`src/rtl/ld_pkg.sv`:
```
// Shared definitions for the instruction-memory boot loader:
// FSM encoding, header/word geometry and the word address helper.
package ld_pkg;

  typedef enum logic [2:0] {
    HDR   = 3'd0,
    LOAD  = 3'd1,
    WRITE = 3'd2,
    START = 3'd3,
    DONE  = 3'd4,
    ERR   = 3'd5
  } state_e;

  localparam int HDR_BYTES      = 8;
  localparam int BYTES_PER_WORD = 4;
  localparam int HDR_WORDS      = HDR_BYTES / BYTES_PER_WORD;

  // Word k of the image lives at base + 4k; range is guaranteed by the header check.
  function automatic logic [31:0] word_addr(input logic [31:0] base, input logic [31:0] k);
    return base + {k[29:0], 2'b00};
  endfunction

endpackage

```
`src/rtl/byte_packer.sv`:
```
// Little-endian byte-to-word assembler: a 2-bit byte index and a 32-bit shift register.
// word_o includes the byte being accepted, so it is the complete word whenever full_o is high.
module byte_packer
  import ld_pkg::*;
(
  input  logic        clk,
  input  logic        rst,
  input  logic        byte_valid_i,
  input  logic [7:0]  byte_i,
  output logic [31:0] word_o,
  output logic        full_o
);

  localparam logic [1:0] LAST_IDX = 2'(BYTES_PER_WORD - 1);

  logic [1:0]  idx_q, idx_d;
  logic [31:0] shreg_q, shreg_d;

  // Next shift-register contents and byte index
  always_comb begin
    shreg_d = shreg_q;
    idx_d   = idx_q;
    if (byte_valid_i) begin
      shreg_d = {byte_i, shreg_q[31:8]};
      idx_d   = idx_q + 2'd1;
    end else begin
      shreg_d = shreg_q;
      idx_d   = idx_q;
    end
  end

  // Packer state registers
  always_ff @(posedge clk) begin
    if (rst) begin
      shreg_q <= 32'd0;
      idx_q   <= 2'd0;
    end else begin
      shreg_q <= shreg_d;
      idx_q   <= idx_d;
    end
  end

  assign word_o = {byte_i, shreg_q[31:8]};
  assign full_o = byte_valid_i && (idx_q == LAST_IDX);

endmodule

```
`src/rtl/boot_loader.sv`:
```
// Instruction-memory boot loader: parses an 8-byte header (entry, count), writes the
// program words to memory and keeps the core parked on INT until the image is in.
module boot_loader
  import ld_pkg::*;
#(
  parameter logic [31:0] BASE      = 32'h0000_0000,
  parameter int unsigned MAX_WORDS = 16384,
  parameter logic [31:0] RST_ENTRY = 32'h0000_0000
) (
  input  logic        clk,
  input  logic        rst,
  input  logic [7:0]  in_data,
  input  logic        in_valid,
  output logic        in_ready,
  output logic [31:0] address,
  output logic [31:0] memIn,
  output logic        write,
  output logic        INT,
  output logic [31:0] entryPoint,
  output logic        done,
  output logic        err
);

  localparam logic [31:0] MAX_W = 32'(MAX_WORDS);

  state_e      state_q, state_d;
  logic [0:0]  hdr_idx_q, hdr_idx_d;
  logic [31:0] entry_q, entry_d;
  logic [31:0] n_q, n_d;
  logic [31:0] k_q, k_d;
  logic [31:0] address_q, address_d;
  logic [31:0] mem_in_q, mem_in_d;
  logic [31:0] entry_point_q, entry_point_d;
  logic        in_ready_q, in_ready_d;
  logic        write_q, write_d;
  logic        int_q, int_d;
  logic        done_q, done_d;
  logic        err_q, err_d;

  logic        accept_s;
  logic        pk_full_s;
  logic [31:0] pk_word_s;
  logic        hdr_last_s;
  logic        hdr_bad_s;

  assign accept_s   = in_valid && in_ready_q;
  assign hdr_last_s = (int'(hdr_idx_q) == HDR_WORDS - 1);
  // pk_word_s is the count word here; entry_q already holds the entry word.
  assign hdr_bad_s  = (entry_q[1:0] != 2'b00) || (pk_word_s == 32'd0) || (pk_word_s > MAX_W);

  byte_packer u_packer (
    .clk          (clk),
    .rst          (rst),
    .byte_valid_i (accept_s),
    .byte_i       (in_data),
    .word_o       (pk_word_s),
    .full_o       (pk_full_s)
  );

  // Next-state logic, word counter and registered output decode
  always_comb begin
    state_d       = state_q;
    hdr_idx_d     = hdr_idx_q;
    entry_d       = entry_q;
    n_d           = n_q;
    k_d           = k_q;
    mem_in_d      = mem_in_q;
    entry_point_d = entry_point_q;

    case (state_q)
      HDR: begin
        if (pk_full_s) begin
          if (!hdr_last_s) begin
            entry_d   = pk_word_s;
            hdr_idx_d = hdr_idx_q + 1'b1;
          end else begin
            hdr_idx_d = 1'b0;
            if (hdr_bad_s) begin
              state_d = ERR;
            end else begin
              n_d           = pk_word_s;
              entry_point_d = entry_q;
              state_d       = LOAD;
            end
          end
        end else begin
          state_d = HDR;
        end
      end
      LOAD: begin
        if (pk_full_s) begin
          mem_in_d = pk_word_s;
          state_d  = WRITE;
        end else begin
          state_d = LOAD;
        end
      end
      WRITE: begin
        k_d = k_q + 32'd1;
        if (k_d == n_q) begin
          state_d = START;
        end else begin
          state_d = LOAD;
        end
      end
      START:   state_d = DONE;
      DONE:    state_d = DONE;
      ERR:     state_d = ERR;
      default: state_d = ERR;
    endcase

    address_d  = word_addr(BASE, k_d);
    in_ready_d = (state_d == HDR) || (state_d == LOAD) || (state_d == ERR);
    write_d    = (state_d == WRITE);
    int_d      = (state_d != DONE);
    done_d     = (state_d == DONE);
    err_d      = (state_d == ERR);
  end

  // State and output registers with synchronous reset
  always_ff @(posedge clk) begin
    if (rst) begin
      state_q       <= HDR;
      hdr_idx_q     <= 1'b0;
      entry_q       <= 32'd0;
      n_q           <= 32'd0;
      k_q           <= 32'd0;
      address_q     <= BASE;
      mem_in_q      <= 32'd0;
      entry_point_q <= RST_ENTRY;
      in_ready_q    <= 1'b0;
      write_q       <= 1'b0;
      int_q         <= 1'b1;
      done_q        <= 1'b0;
      err_q         <= 1'b0;
    end else begin
      state_q       <= state_d;
      hdr_idx_q     <= hdr_idx_d;
      entry_q       <= entry_d;
      n_q           <= n_d;
      k_q           <= k_d;
      address_q     <= address_d;
      mem_in_q      <= mem_in_d;
      entry_point_q <= entry_point_d;
      in_ready_q    <= in_ready_d;
      write_q       <= write_d;
      int_q         <= int_d;
      done_q        <= done_d;
      err_q         <= err_d;
    end
  end

  assign in_ready   = in_ready_q;
  assign address    = address_q;
  assign memIn      = mem_in_q;
  assign write      = write_q;
  assign INT        = int_q;
  assign entryPoint = entry_point_q;
  assign done       = done_q;
  assign err        = err_q;

endmodule

```
`config.mk`:
```
export PLATFORM = sky130hd
export DESIGN_NAME = boot_loader
export DESIGN_NICKNAME = d
export VERILOG_FILES = /design/src/rtl/ld_pkg.sv /design/src/rtl/byte_packer.sv /design/src/rtl/boot_loader.sv
export SDC_FILE = /design/constraint.sdc
export NUM_CORES = 1
export LEC_CHECK = 0
export ABC_AREA = 0
export CAP_MARGIN = 20
export CORE_UTILIZATION = 60
export DETAILED_ROUTE_END_ITERATION = 16
export DONT_BUFFER_PORTS = 1
export GPL_TIMING_DRIVEN = 0
export PLACE_DENSITY = 0.76
export SLEW_MARGIN = 20
export SYNTH_ARGS = -nofsm -noshare
export SYNTH_HDL_FRONTEND = slang
export SYNTH_SLANG_ARGS = --single-unit
export TNS_END_PERCENT = 30
```
`constraint.sdc`:
```
create_clock -name clk -period 7.29 [get_ports clk]
set_input_delay 1.0935 -clock clk [delete_from_list [all_inputs] [get_ports clk]]
set_output_delay 1.0935 -clock clk [all_outputs]
set_load 0.05 [all_outputs]
```
==> flow_metrics.py <==
metrics = {
    "run_status": {
        "status": "finished, final reports clean",
    },
    "grt": {
        "antenna_found_initial": 0,
        "grt_pass1_vias": 6105,
        "grt_pass1_wl_um": 30900,
        "grt_max_degree": 17,
        "grt_use_total_pct": 28.0,
        "grt_remaining_overflow": 0,
    },
    "setup_path": {
        "cp_data_required_time_ns": 7.62,
        "cp-end-kind": "flip-flop",
        "crit_path_cell_trace": "and2_1 -> clkbuf_1 -> nand2_1 -> nor2_1 -> nand2_1 -> nor2_1 -> nor2_1 -> clkbuf_1 -> and2_1",
        "worstPathMaxFanout": 10,
        "slowest_delay_ns": 0.68,
        "path_class": "flip-flop to flip-flop",
        "arrival_ns": 3.71,
        "start_kind": "flip-flop",
        "critPathSlowestCell": "dfxtp_1",
        "cpMostUsedCell": "nor2_1",
    },
    "power": {
        "power.total_uw": 2040,
        "ir_worst_vdd_uv": 178,
        "power.leakage_uw": 0.00307,
        "p_per_area_nw_per_um2": 228,
    },
    "logic_synthesis": {
        "synth-edff-count": 0,
        "ys_top_cells_by_area": "dfxtp_1, nand2_1, a21oi_1, xnor2_1, xor2_1",
        "ys.flop_type": "dfxtp_1",
        "synth_most_common_cell": "nand2_1",
        "avgSynthCellArea_um2": 7.99,
        "synth_fa_ha_area_share_pct": 0.308,
        "synth_top_area_share_pct": 48.0,
        "yosysUniqueCellTypes": 44,
        "yosysTopAreaCell": "dfxtp_1",
        "ys_ff_latch": 195,
        "synth_xor_area_share_pct": 8.50,
        "ys_async_sr_fraction_pct": 0,
        "synth_compound_area_share_pct": 10.9,
        "ys_seq_area_share_pct": 48.0,
        "synth_cells": 1019,
        "synth_common_cells": "nand2_1, dfxtp_1, a21oi_1",
        "yosys.area_share.simple_pct": 26.2,
        "synthMuxAreaShare_pct": 0,
        "synth_top_family_by_area": "simple AND/OR/NAND/NOR gates",
        "synth_area_um2": 8140,
        "yosysWarnings": 0,
    },
    "finish": {
        "diodes": 0,
        "area_growth_pct": 10.1,
        "final_nets": 1053,
        "drive_gt1_share_pct": 7.52,
        "fin_area_um2": 8960,
    },
    "cts": {
        "clk_pin_slew_ns": 0.07,
        "cts_buffers": 17,
        "cts-resized-gates": 0,
        "clock_path_buffers": 2,
        "cts_tree": "yes",
        "clock_sinks": 195,
        "cts-root-buf": "clkbuf_16",
        "holdBufCountCts": 0,
        "cts_setup_buffers": 0,
        "worstSkewPairLatency_ns": 0.44,
        "cts-htree-levels": 4,
    },
    "floorplanning": {
        "initial_core_util_pct": 61.5,
        "core_um2": 13200,
        "rows": 42,
        "ios": 112,
        "dieWidth_um": 118,
        "die_h_um": 118,
        "die_area_um2": 14000,
    },
    "placement": {
        "port_buffers": 0,
        "routabilityCongestion": 0.886,
        "pre_cts_ws_ns": 3.63,
        "dpl_cell_area_um2": 8370,
        "post-dp-hpwl_um": 13800,
    },
    "route": {
        "via_count": 6809,
        "wl_met2_um": 8850,
        "avgViaCountPerCell": 5.55,
        "first_pass_iters": 5,
        "drt-total-wl_um": 19300,
        "ant_nets": 0,
        "drt_iter0_drc": 551,
        "route.detailed.drc": 0,
        "met3_length_um": 1280,
        "highest_layer": "met4",
        "avgRoutedWirePerCell_um": 15.8,
        "wl_met1_um": 8590,
    },
    "sta": {
        "timing.final.crit_share_pct": 46.5,
        "setup_tns_ns": 0,
        "tightest_slew_ns": 0.843,
        "slew_viol_final": 0,
        "period_needed_ns": 3.39,
        "setup_viol": 0,
        "setup_ws_ns": 3.90,
        "max_freq_ghz": 0.295,
        "hold_viol_final": 0,
        "clock-skew-final_ns": 0.0117,
        "max_slew_margin_pct": 43.3,
        "rsz0062_at_grt": "false",
    },
    "flow_run": {
        "cap_viol_max_count": 0,
    },
    "hold_path": {
        "min_path_type": "flip-flop to flip-flop",
    },
}
## stage by stage
stage / utilization, % / instances / hold WS [ns]
finish: 67.6 / 1227 / 0.456
CTS: 67.6 / 1227 / 0.456
global placement: 63.1 / 1196 / 0.438
floorplan: - / 1020 / 0.432
global route: 67.6 / 1227 / 0.478
detailed placement: 63.2 / 1197 / 0.447
## cells by family after synthesis
group | after synthesis
and+or+nand+nor | 473
DFF | 195
AOI/OAI and AO/OA | 170
buffers and inverters | 99
xor gates and xnor gates | 79
adders and majority gates | 2
other | 1
## area by class of cell
cell class / instances / area, µm²
buffer: 95 / 482
clock buffer: 19 / 453
clock inverter: 11 / 129
fill: 1166 / 4290
inverter: 4 / 15.0
multi-input combinational: 726 / 3750
sequential: 195 / 3900
tap: 176 / 220
timing repair buffer: 1 / 7.51
## flip-flops by register name (all words and copies together), names as in the netlist, 2 cells and up
name              cells
entry_q              32
n_q                  32
memIn                32
state_q               3
k_q                  32
u_packer.idx_q        2
entryPoint           32
u_packer.shreg_q     24
## cells in the final DEF (no fill, tap or decap), types with 2 or more instances in the layout
cell type,synthesis,layout
nor3_1,11,11
clkinvlp_4,0,2
and2_1,20,20
inv_1,4,4
nor2_1,48,48
dfxtp_1,195,195
conb_1,1,2
buf_4,32,33
clkinv_2,0,2
ha_1,2,2
buf_2,3,3
nor4b_1,2,2
a2111oi_0,2,2
clkbuf_16,0,17
a31oi_1,2,2
or2_2,4,4
xor2_1,32,32
or3_1,8,8
and4_1,4,4
clkbuf_1,59,59
nor4_1,14,14
and3_1,3,3
xnor2_1,47,47
nor4_2,2,2
a21oi_1,147,147
inv_6,0,2
clkbuf_8,0,2
nand3_1,13,13
o21ai_0,13,13
nand2b_1,6,6
nand4_1,25,25
nor2b_1,2,2
bufinv_16,0,2
nand2_1,301,301
clkinv_4,0,3
## worst max-delay path, delay by kind of cell (launching register included)
kind / cells / cell delay (ns)
AND/OR/NAND/NOR: 7 / 1.89
buffers and inverters: 2 / 0.70
flip-flops: 1 / 0.68
## metal layers
| metal | up-vias | track usage, % |
|---|---|---|
| li1 | 3380 | - |
| met1 | 3133 | 36.2 |
| met5 | - | 0 |
| met3 | 52 | 6.47 |
| met4 | 0 | 13.1 |
| met2 | 244 | 44.6 |
## path summary, 6_finish.rpt
kind | startpoint | endpoint | slack [ns] | depth (start not counted)
max | in_ready | n_q[27] | 3.90 | 9
min | entry_q[4] | entry_q[4] | 0.46 | 2
min reg2reg | entry_q[4] | entry_q[4] | 0.46 | 2
max reg2reg | in_ready | n_q[27] | 3.90 | 9
## power breakdown
part,internal (µW),switching [µW]
registers,1070,7.80
clock network,522,403
logic,8.65,30.6
total,1600,442
Note: power is estimated with default switching activity, not from simulation.
